==> config.mk <==
export PLATFORM = sky130hd
export DESIGN_NAME = rom_fetch_arbiter
export DESIGN_NICKNAME = d
export VERILOG_FILES = /design/src/rtl/rom_fetch_arbiter.sv
export SDC_FILE = /design/constraint.sdc
export NUM_CORES = 1
export LEC_CHECK = 0
export ABC_AREA = 0
export BUFFER_PORTS_ARGS = -buffer_cell sky130_fd_sc_hd__buf_2
export CAP_MARGIN = 30
export CORE_UTILIZATION = 38
export DETAILED_ROUTE_END_ITERATION = 16
export PLACE_DENSITY = 0.89
export SLEW_MARGIN = 20
export SYNTH_ARGS = -nofsm -noshare
export SYNTH_HDL_FRONTEND = slang
export SYNTH_SLANG_ARGS = --single-unit
==> constraint.sdc <==
create_clock -name i_clk -period 1.6 [get_ports i_clk]
set_input_delay 0.08 -clock i_clk [delete_from_list [all_inputs] [get_ports i_clk]]
set_output_delay 0.08 -clock i_clk [all_outputs]
set_load 0.05 [all_outputs]
==> src/rtl/rom_fetch_arbiter.sv <==
// rom_fetch_arbiter: shares one synchronous-read ROM port between the BG tile fetcher and the SPR fetcher
// Ports:
//   i_clk, i_rst                 clock, synchronous active-high reset
//   i_blank                      video blanking interval (SPR gets priority)
//   i_bg_req,  i_bg_addr         BG read request / address, held until granted
//   i_spr_req, i_spr_addr        SPR read request / address, held until granted
//   o_bg_gnt,  o_spr_gnt         combinational grants, at most one per cycle
//   o_bg_rvalid, o_spr_rvalid    o_rdata belongs to that requester this cycle
//   o_rom_addr, i_rom_rdata      ROM port (ROM registers the address, 1-cycle latency)
//   o_rdata                      unregistered pass-through of i_rom_rdata
//   o_spr_starved                sticky flag: SPR waited MAX_WAIT cycles since reset
module rom_fetch_arbiter #(
    parameter int ADDR_BITS = 10,
    parameter int DATA_BITS = 6,
    parameter int MAX_WAIT  = 3
) (
    input  logic                 i_clk,
    input  logic                 i_rst,
    input  logic                 i_blank,
    input  logic                 i_bg_req,
    input  logic [ADDR_BITS-1:0] i_bg_addr,
    output logic                 o_bg_gnt,
    output logic                 o_bg_rvalid,
    input  logic                 i_spr_req,
    input  logic [ADDR_BITS-1:0] i_spr_addr,
    output logic                 o_spr_gnt,
    output logic                 o_spr_rvalid,
    output logic [ADDR_BITS-1:0] o_rom_addr,
    input  logic [DATA_BITS-1:0] i_rom_rdata,
    output logic [DATA_BITS-1:0] o_rdata,
    output logic                 o_spr_starved
);
    typedef enum logic [1:0] {OWN_NONE, OWN_BG, OWN_SPR} own_t;
    localparam logic [3:0] W_MAX = 4'(MAX_WAIT);
    own_t       r_own;
    logic [3:0] r_wait_cnt;
    logic       r_starved;
    logic       w_spr_win;
    // SPR takes the port when it is alone, during blanking, or once it has waited MAX_WAIT cycles
    assign w_spr_win     = i_spr_req & (~i_bg_req | i_blank | (r_wait_cnt == W_MAX));
    assign o_spr_gnt     = ~i_rst & w_spr_win;
    assign o_bg_gnt      = ~i_rst & i_bg_req & ~w_spr_win;
    assign o_rom_addr    = o_spr_gnt ? i_spr_addr : o_bg_gnt ? i_bg_addr : '0;
    assign o_rdata       = i_rom_rdata;
    assign o_bg_rvalid   = r_own == OWN_BG;
    assign o_spr_rvalid  = r_own == OWN_SPR;
    assign o_spr_starved = r_starved;
    // Owner of the read in flight: the ROM answers one cycle after the grant
    always_ff @(posedge i_clk) begin
        if (i_rst) begin
            r_own      <= OWN_NONE;
            r_wait_cnt <= '0;
            r_starved  <= 1'b0;
        end else begin
            r_own      <= o_spr_gnt ? OWN_SPR : o_bg_gnt ? OWN_BG : OWN_NONE;
            r_starved  <= r_starved | (r_wait_cnt == W_MAX);
            r_wait_cnt <= o_spr_gnt ? 4'd0 :
                          !i_spr_req ? r_wait_cnt :
                          (r_wait_cnt == W_MAX) ? W_MAX : r_wait_cnt + 4'd1;
        end
    end
endmodule

# == Word level (Yosys, flattened, before mapping) ==
# Index checks and enable logic that the tools add are counted.
# totals
ff_bits,7
in_bits,31
word_cells,24
out_inout_bits,21
# classes
mux,5
bitwise,10
n_eq_ne,3
add_sub_neg,1
n_reduce_logical,1
# op_table
cell,count
10-bit two-way mux,2
"4-bit by 1-bit adder with 4-bit output, second input constant",1
1-bit AND,4
"4-bit by 2-bit equality test with 1-bit output, second input constant",1
4-bit two-way mux,1
1-bit NOT,3
1-bit OR,3
"2-bit by 1-bit equality test with 1-bit output, second input constant",1
"2-bit equality test, second input constant",1
2-bit two-way mux,1
2-bit OR reduction,1
1-bit two-way mux,1

# == Depth between registers and ports, before layout ==
# depth
depth_word,8
depth_mapped,6
mapped_depth_nobuf,4

# == Worst setup path after synthesis ==
# No wires, ideal clock.
# synth_path
path_type,register to output
startpoint,reg r_wait_cnt[0]
endpoint,out o_bg_gnt
stages_incl_launch_ff,7
t_arrival_ns,2.239
t_required_ns,1.520
path_slack_ns,-0.719
n_path_buf,2
path_cell_list,dfxtp_1 ha_1 nor3b_2 o31a_1 buf_6 buf_12 nor3_1
# synth_between
elab_chain_cells,5
# synth_rtl
item,line_no,text
start: declaration,36,logic [3:0] r_wait_cnt;
start signal: assignment,57,r_wait_cnt <= o_spr_gnt ? 4'd0 :
4-bit by 2-bit equality test with 1-bit output,40,assign w_spr_win = i_spr_req & (~i_bg_req | i_blank | (r_wait_cnt == W_MAX));
1-bit OR,40,
1-bit AND,40,
1-bit NOT,42,assign o_bg_gnt = ~i_rst & i_bg_req & ~w_spr_win;
1-bit AND,42,
end: declaration,22,"output logic o_bg_gnt,"
# No other way between the ends.

# == Final worst setup path ==
# layout_path
startpoint,reg r_wait_cnt[0]
endpoint,out o_rom_addr[3]
# layout_between
elab_chain_cells,7
elab_cells_between_ends,8
cone_classes,1 x eq/ne; 2 x mux; 5 x bitwise
# layout_rtl
item,line_no,text
4-bit by 2-bit equality test with 1-bit output (*),40,
1-bit OR (*),40,
1-bit AND (*),40,
1-bit NOT,42,
1-bit AND,42,
10-bit two-way mux,43,assign o_rom_addr = o_spr_gnt ? i_spr_addr : o_bg_gnt ? i_bg_addr : '0;
10-bit two-way mux (*),43,
end: declaration,28,"output logic [ADDR_BITS-1:0] o_rom_addr,"
# Every way passes the cells marked *; elsewhere a longest branch is shown, timed or not.

==> impl_metrics.toml <==
[cts]
htreeDepth = 1
post_cts_buffers = 0
cts_tree = "built"
cts.reportedPaths.clkPinSlew_ps = 60
hold_buffers = 0
numCtsBuffers = 3
insertion_delay_ps = 250
cts-root-buf = "clkbuf_4"
clk_path_buf_depth = 2
clkSinkCount = 7
cts_resized = 24

[status]
violations = "setup timing"
status = "finished, violations left"

[power]
p_leak_nw = 0.4508
powerDensity_nw_per_um2 = 604.0
p_total_uw = 629.5
ir_worst_vdd_mv = 0.3912

[timing]
rsz0062_at_grt = "yes"
max_freq_ghz = 0.5405
setup_ws_ps = -250.2
worst_pin_slew_ps = 456.3
min_period_over_period_pct = 115.6
drv_slew = 0
hold_violations = 0
period_needed_ps = 1850
relSlewSlack_pct = 69.58
hold_ws_ps = 160.0
setup-violations-final = 12
clock_skew_ps = 6.190

[synth]
synth_top_area_share_pct = 22.09
synth_warnings = 0
synth.net_count = 105
ys_seq_elements = 7
synthesis.area_um2 = 634.4
netlist_top_cells_area = "dfxtp_1 (22%), mux2i_1 (17%), nand3b_1 (12%), nand2b_1 (9.9%), buf_4 (7.1%)"
syn_inst = 73
yosys.area.top_type = "dfxtp_1"
syn_avg_cell_area_um2 = 8.690
ys_seq_area_share_pct = 22.09
synth_cell_type_count = 20

[setup_path]
crit_arrival_ps = 1770
worstReg2RegEnd = "r_wait_cnt[2]"
start_kind = "register"
crit_path_cell_trace = "ha_4, nor3b_4, o31a_1, buf_12, mux2i_2, buf_6"
r2r-start = "r_wait_cnt[0]"
end_kind = "output port"
regToRegSetupSlack_ps = 120
cp_max_fo = 17
critPathMaxStageDelay_ps = 330
worstPathRequired_ps = 1520
rr_worst_depth = 6
cp_slowest_cell = "dfxtp_2"
worst-setup-path-type = "register to output port"

[place]
port_buffers = 39
place_congestion = 0.6718
dp_slack_ps = -46.88
post-place-cells = 122
place_hpwl_um = 1096

[finish]
fin_cells = 126
fin_util_pct = 68.39
fin_nets = 143
area_growth_pct = 64.30
drive_above_1_share_pct = 60.91
n_antenna_cell = 0

[hold_path]
worstHoldPathType = "primary input to output port"
hold_path_depth = 0
hold_path_end = "o_rdata[2]"
hold_start = "i_rom_rdata[2]"

[detailed_routing]
drtAntennaViolNets = 0
drt_wl_total_um = 1534
wl_per_cell_um = 12.17
viasPerCell = 4.984
drc_errors = 0
num_vias = 628
drtIter0Drc = 10
drt_pass1_iterations = 3

[run]
drv_cap = 0

[global_route]
grt_pass1_vias = 579
grt_overflow_total = 0
grt_pass1_wl_um = 2470
grt_usage_pct = 18.13
grt_max_degree = 30
grt_antenna_before_repair = 0

[floorplanning]
initial_utilization_pct = 41.63
core_um2 = 1524
dieArea_um2 = 1837
rows = 14
die_x_um = 42.86
dieHeight_um = 42.86
ioPinCount = 52
==> logic make-up after synthesis <==
kind of cell | synth area share (%)
AND/OR/NAND/NOR | 39.45
buffers and inverters | 14.99
multiplexers | 17.36
flip-flops | 22.09
XOR/XNOR | 2.762
AO/OA/AOI/OAI | 1.381
adder cells (fa/ha/maj) | 1.972
==> Yosys cell counts (all sizes together) <==
cell type	number
inv	1
nor2b	4
nor3	5
nand2b	10
nor3b	1
xor2	2
nand2	2
buf	8
ha	1
nor2	4
clkbuf	4
nand3b	10
dfxtp	7
mux2i	11
nor4	1
o31a	1
nand4	1
==> power by group <==
part	internal (mW)	switching [mW]	leakage [nW]
registers	0.180	0.00370	0.0579
clock network	0.0953	0.0671	0.0150
logic	0.124	0.159	0.378
==> flip-flops by register name, summed over array words and instances, names as in the netlist <==
register / flops
r_wait_cnt: 4
r_own: 2
o_spr_starved: 1
==> layout make-up <==
cell class | instances | area (um^2)
clock buffers | 4 | 26.28
multi-input cells | 53 | 518.0
repair buffers | 45 | 331.6
flip-flops and latches | 7 | 142.6
inverters | 1 | 3.754
fillers | 102 | 481.7
well taps | 16 | 20.02
==> how the worst max path moves through the flow <==
stage | from | to | slack (ps) | cells after the start
after floorplan | r_wait_cnt[0] | o_rom_addr[0] | -110 | 5
after global placement | r_wait_cnt[1] | o_rom_addr[3] | -20 | 6
after detailed placement | r_wait_cnt[1] | o_rom_addr[6] | -50 | 6
after CTS | r_wait_cnt[1] | o_rom_addr[1] | -250 | 6
after global routing | r_wait_cnt[1] | o_rom_addr[3] | -340 | 6
final | r_wait_cnt[0] | o_rom_addr[3] | -250 | 6
==> worst max-delay path, delay by kind of cell, from the launching register on <==
family / cells / cell delay (ps)
buf+inv: 2 / 370
simple gates: 1 / 140
compound gates: 1 / 310
flops: 1 / 330
mux: 1 / 210
fa+ha+maj: 1 / 150
==> per-layer routing <==
metal	global-route usage, %	up-vias	wire (um)
li1	-	316	-
met1	19.95	276	602
met2	30.61	36	767
met3	8.085	0	164
met4	6.250	0	0
met5	0	-	0
==> stage by stage <==
step | TNS [ps] | instance area (um^2)
6_report | -2547 | 1042
4_1_cts | -2714 | 1033
3_5_place_dp | -322.9 | 932.1
3_3_place_gp | -154.7 | 932.1
5_1_grt | -3551 | 1042
2_1_floorplan | -951.8 | 750.7
==> cell usage in the layout (no fill, tap or decap), types with 3 or more instances in the layout <==
cell / Yosys / routed
dfxtp_1: 7 / 5
mux2i_2: 0 / 5
nor2b_1: 4 / 3
nor3_2: 3 / 3
nor2_1: 4 / 4
buf_2: 0 / 27
clkbuf_4: 0 / 3
nand3b_1: 10 / 10
mux2i_4: 0 / 5
nand2b_1: 10 / 10
buf_4: 6 / 5
buf_6: 1 / 11
(Power assumes the default switching activity.)
